File: src/rtl/digit_led_capture.sv
// digit_led_capture: passively decodes a multiplexed 4-digit active-low 7-segment bus
// back into hex nibbles and reassembles complete 16-bit frames.
`default_nettype none

module digit_led_capture #(
    parameter int STABLE_CNT = 4,
    parameter int TIMEOUT    = 65535,
    parameter int CNT_W      = 16
) (
    input  logic        clk_fresh,
    input  logic        rst_n,
    input  logic [6:0]  smg_7_in,
    input  logic [3:0]  smg_4_in,
    output logic [15:0] O_data,
    output logic        O_valid,
    output logic        O_err,
    output logic        O_stale
);

    localparam int SC_W = $clog2(STABLE_CNT + 1);
    localparam logic [SC_W-1:0]  STABLE_MAX = SC_W'(STABLE_CNT);
    localparam logic [SC_W-1:0]  STABLE_ACC = SC_W'(STABLE_CNT - 1);
    localparam logic [CNT_W-1:0] TMO_MAX    = CNT_W'(TIMEOUT);
    localparam logic [CNT_W-1:0] TMO_LAST   = CNT_W'(TIMEOUT - 1);

    typedef enum logic [0:0] {
        IDLE    = 1'b0,
        COLLECT = 1'b1
    } state_t;

    state_t            state;
    logic [10:0]       sync1;
    logic [10:0]       sync2;
    logic [10:0]       prev;
    logic [SC_W-1:0]   stab_cnt;
    logic [CNT_W-1:0]  tmo_cnt;
    logic [15:0]       shadow;
    logic [3:0]        seen;
    logic              err_flag;

    logic              accept;
    logic              dig_valid;
    logic              anode_blank;
    logic [1:0]        dig_idx;
    logic [3:0]        nib;
    logic              seg_bad;
    logic [15:0]       merged;
    logic [3:0]        new_seen;
    logic              tmo_fire;

    // Returns {invalid, nibble}; unknown patterns decode to nibble 0.
    function automatic logic [4:0] seg_decode(input logic [6:0] seg);
        case (seg)
            7'b0000001: seg_decode = 5'h00;
            7'b1001111: seg_decode = 5'h01;
            7'b0010010: seg_decode = 5'h02;
            7'b0000110: seg_decode = 5'h03;
            7'b1001100: seg_decode = 5'h04;
            7'b0100100: seg_decode = 5'h05;
            7'b0100000: seg_decode = 5'h06;
            7'b0001111: seg_decode = 5'h07;
            7'b0000000: seg_decode = 5'h08;
            7'b0000100: seg_decode = 5'h09;
            7'b0001000: seg_decode = 5'h0A;
            7'b1100000: seg_decode = 5'h0B;
            7'b0110001: seg_decode = 5'h0C;
            7'b1000010: seg_decode = 5'h0D;
            7'b0110000: seg_decode = 5'h0E;
            7'b0111000: seg_decode = 5'h0F;
            default:    seg_decode = 5'h10;
        endcase
    endfunction

    always_comb begin
        accept      = (sync2 == prev) && (stab_cnt == STABLE_ACC);
        dig_valid   = 1'b0;
        anode_blank = 1'b0;
        dig_idx     = 2'd0;
        case (sync2[10:7])
            4'b0111: begin dig_valid = 1'b1; dig_idx = 2'd3; end
            4'b1011: begin dig_valid = 1'b1; dig_idx = 2'd2; end
            4'b1101: begin dig_valid = 1'b1; dig_idx = 2'd1; end
            4'b1110: begin dig_valid = 1'b1; dig_idx = 2'd0; end
            4'b1111: anode_blank = 1'b1;
            default: ;
        endcase
        {seg_bad, nib} = seg_decode(sync2[6:0]);
        merged                        = shadow;
        merged[{dig_idx, 2'b00} +: 4] = nib;
        new_seen = ((state == IDLE) ? 4'b0000 : seen) | (4'b0001 << dig_idx);
        // An accept in the same cycle wins over the timeout.
        tmo_fire = !accept && (tmo_cnt == TMO_LAST);
    end

    always_ff @(posedge clk_fresh or negedge rst_n) begin
        if (!rst_n) begin
            sync1    <= '1;
            sync2    <= '1;
            prev     <= '1;
            stab_cnt <= '0;
            tmo_cnt  <= '0;
            shadow   <= '0;
            seen     <= '0;
            err_flag <= 1'b0;
            state    <= IDLE;
            O_data   <= '0;
            O_valid  <= 1'b0;
            O_err    <= 1'b0;
            O_stale  <= 1'b1;
        end else begin
            sync1 <= {smg_4_in, smg_7_in};
            sync2 <= sync1;
            prev  <= sync2;

            if (sync2 == prev) begin
                if (stab_cnt != STABLE_MAX)
                    stab_cnt <= stab_cnt + 1'b1;
            end else begin
                stab_cnt <= '0;
            end

            if (accept)
                tmo_cnt <= '0;
            else if (tmo_cnt != TMO_MAX)
                tmo_cnt <= tmo_cnt + 1'b1;

            O_valid <= 1'b0;

            if (accept) begin
                if (dig_valid) begin
                    if (new_seen == 4'b1111) begin
                        O_data   <= merged;
                        O_valid  <= 1'b1;
                        O_err    <= err_flag | seg_bad;
                        O_stale  <= 1'b0;
                        seen     <= '0;
                        err_flag <= 1'b0;
                        state    <= IDLE;
                    end else begin
                        shadow   <= merged;
                        seen     <= new_seen;
                        err_flag <= err_flag | seg_bad;
                        state    <= COLLECT;
                    end
                end else if (!anode_blank) begin
                    err_flag <= 1'b1;
                end
            end else if (tmo_fire) begin
                seen     <= '0;
                err_flag <= 1'b0;
                O_stale  <= 1'b1;
                state    <= IDLE;
            end
        end
    end

endmodule

`default_nettype wire

File: config.mk
export PLATFORM = sky130hd
export DESIGN_NAME = digit_led_capture
export DESIGN_NICKNAME = d
export VERILOG_FILES = /design/src/rtl/digit_led_capture.sv
export SDC_FILE = /design/constraint.sdc
export NUM_CORES = 1
export LEC_CHECK = 0
export ABC_AREA = 1
export CAP_MARGIN = 10
export CORE_ASPECT_RATIO = 1.4
export CORE_MARGIN = 4
export CORE_UTILIZATION = 40
export DETAILED_ROUTE_END_ITERATION = 12
export GPL_TIMING_DRIVEN = 0
export SETUP_SLACK_MARGIN = 0.4
export SLEW_MARGIN = 20
export SYNTH_ARGS = -nofsm -noshare
export SYNTH_HDL_FRONTEND = slang
export SYNTH_SLANG_ARGS = --single-unit
export TNS_END_PERCENT = 1
File: constraint.sdc
create_clock -name clk_fresh -period 5.68 [get_ports clk_fresh]
set_clock_uncertainty 0.1 [all_clocks]
set_input_delay 1.136 -clock clk_fresh [delete_from_list [all_inputs] [get_ports clk_fresh]]
set_output_delay 1.136 -clock clk_fresh [all_outputs]
set_load 0.01 [all_outputs]
==> results.yml <==
grt:
  gr-usage-met2_pct: 25.5
  antenna_found_initial: 0
  grt_pass1_vias: 3573
  grt-ovfl-total: 0
  met3_usage_pct: 2.97
  grt_start_max_net_pins: 55
  use_met1_pct: 17.8
  grt_use_total_pct: 14.7
  top_usage_layer: "met2"
  grt_pass1_wl_mm: 15.9
timing:
  hold_viol_final: 0
  setup_violations: 0
  period_needed_ns: 2.75
  period_share_pct: 48.4
  drv_slew: 0
  max_freq_mhz: 364
  final.setup.tns_ns: 0
  rsz0062_at_grt: "no"
  setup_ws_ns: 2.93
  tightest_slew_ns: 0.419
  relSlewSlack_pct: 71.9
critical_path:
  crit_chain: "inv_1, nand2_1, nor2_1, nor2_1, inv_1, ha_1, a21o_1, nand4_2, nand4_1, nor2_1, buf_2, nand2_1, nand2_1"
  path_max_fanout: 10
  ff2ff_path_depth: 13
  worstPathRequired_ns: 5.86
  critical-path-slowest-cell: "dfstp_2"
  end_kind: "flop"
  cp_num_buf_inv: 3
  cp.arrival_ns: 2.93
  cp_top_family: "simple AND/OR/NAND/NOR gates"
  path_class: "reg -> reg"
  cp.depth: 13
  slowest_delay_ns: 0.56
  startpoint_type: "flop"
pwr:
  pwr_density_cell_mw_per_mm2: 260
  leakagePower_nw: 2.84
  max-vdd-ir-drop_v: 0.000182
logic_synthesis:
  syn_area_sq_mm: 0.00457
  synth.yosys.seq_area_share_pct: 51.9
  avgSynthCellArea_sq_um: 8.26
  netlist_top_cells_area: "dfrtp_1, dfstp_2, nand2_1, nor2_1, ha_1"
  yosysWarnings: 0
  synth_cell_types: 31
  ys_ff_latch: 93
  netlist_instances: 553
  syn-num-nets: 578
  yosysTopAreaCell: "dfrtp_1"
  synth_top_area_share_pct: 32.3
clocking:
  numCtsBuffers: 9
  cts_setup_buffers: 0
  htree_levels: 3
  postCtsHoldBufs: 0
  clock_latency_ns: 0.34
  cts_root_buf: "clkbuf_16"
  ctsResizeCount: 0
  cts.clk_slew.worst_paths_ns: 0.06
  cts_tree: "yes"
  clk_path_buf_depth: 2
  cts_sinks: 93
cells_and_area:
  drive_gt1_share_pct: 14.5
  fin_area_sq_mm: 0.00541
  seqCellArea_sq_mm: 0.00237
  layout_common_cells: "nand2_1, nor2_1, dfrtp_1, inv_1, dfstp_2"
  multi_input_area_sq_mm: 0.00197
  num-fill-cells: 1059
  final_common_cell: "nand2_1"
  diodes: 0
  stdcell_count: 742
  layout.nets: 621
  syn_to_final_growth_pct: 18.3
run:
  drv_cap: 0
route:
  drt_iter0_markers: 212
  detail-route-antenna-nets: 0
  drc: 0
  vias: 3579
  firstDrtPassIters: 4
  totalWireLength_mm: 9.04
  via_per_inst: 4.82
  post_drt_wl_per_cell_microns: 12.2
placed_design:
  place.port_buffers: 31
  place_congestion: 0.853
  place_ws_ns: 2.92
  place.detailed.hpwl_mm: 6.65
  dp_cells: 726
  place_area_sq_mm: 0.00508
floorplanning:
  ios: 32
  start_util_pct: 41.4
  fp-row-count: 45
  die_area_sq_mm: 0.0132
  coreArea_sq_mm: 0.0110
  die_x_microns: 98.3
  die_h_microns: 134
min_path:
  hold_path.class: "reg -> reg"
  whs_path_depth: 0
run_status:
  outcome: "finished clean"
-- worst reg2reg max path, stage by stage (launching register included) --
cell     delay, ns
dfstp_2       0.56
inv_1         0.08
nand2_1       0.08
nor2_1        0.06
nor2_1        0.25
inv_1         0.15
ha_1          0.20
a21o_1        0.17
nand4_2       0.25
nand4_1       0.18
nor2_1        0.20
buf_2         0.26
nand2_1       0.09
nand2_1       0.06
-- Yosys cell counts, drive strengths merged --
library cell / number
xor2: 9
buf: 10
inv: 43
ha: 12
a21o: 3
xnor2: 10
nand4: 18
dfstp: 34
or2: 1
nand3: 28
nand2: 229
o21ai: 14
dfrtp: 59
o21bai: 1
nor3: 8
nand3b: 2
nor2: 70
a21oi: 2
-- power breakdown --
part / internal (mW) / switching, mW / total [mW]
combinational: 0.0243 / 0.0482 / 0.0726
clock: 0.375 / 0.265 / 0.639
sequential: 0.684 / 0.00844 / 0.692
total: 1.08 / 0.321 / 1.40
-- path summary, 6_finish.rpt --
path	endpoint	slack (ns)	startpoint
setup / recovery	shadow[7]	2.93	sync2[10]
hold / removal	sync2[4]	0.26	sync1[4]
setup reg to reg	shadow[7]	2.93	sync2[10]
hold reg to reg	sync2[4]	0.26	sync1[4]
max in group asynchronous	prev[9]	4.24	rst_n
min in group asynchronous	tmo_cnt[7]	0.60	rst_n
-- state kept, by name, summed over array words and instances (netlist names) --
signal	flops
O_data	16
stab_cnt	3
sync1	11
seen	4
err_flag	1
state	1
prev	11
O_stale	1
O_valid	1
shadow	16
sync2	11
tmo_cnt	16
O_err	1
-- layer usage --
layer / vias to the layer above / wire length, microns / part of all wire, %
met4: 0 / 163 / 1.8
met3: 9 / 259 / 2.9
met1: 1708 / 4060 / 45
li1: 1812 / - / -
met5: - / 0 / 0
met2: 50 / 4560 / 50
-- metrics by stage --
| stage | utilization, % | hold slack, ns | total power, mW |
|---|---|---|---|
| global placement | 45.8 | 0.245 | 0.774 |
| CTS | 49.0 | 0.257 | 1.43 |
| finish | 49.0 | 0.256 | 1.40 |
| detailed placement | 46.1 | 0.247 | 0.778 |
| global route | 49.0 | 0.259 | 1.47 |
| floorplan | - | 0.245 | 0.743 |
-- cells by family (layout without fill, tap and decap cells) --
logic type               after synthesis  in the layout  synth area share, %
AO/OA/AOI/OAI                         20             20                 2.41
XOR/XNOR                              19             19                 3.64
adder cells (fa/ha/maj)               12             12                 3.29
buffers and inverters                 53            101                 5.07
flip-flops                            93             93                 51.9
AND/OR/NAND/NOR                      356            356                 33.7
-- area by class of cell --
class,count,area share [%]
clock buffers,10,4.63
well taps,141,3.26
multi-input cells,407,36.4
clock inverters,6,1.32
plain buffers,10,1.30
inverters,43,2.99
flip-flops and latches,93,43.8
repair buffers,32,6.27
Power figures use the tool's default switching activity.
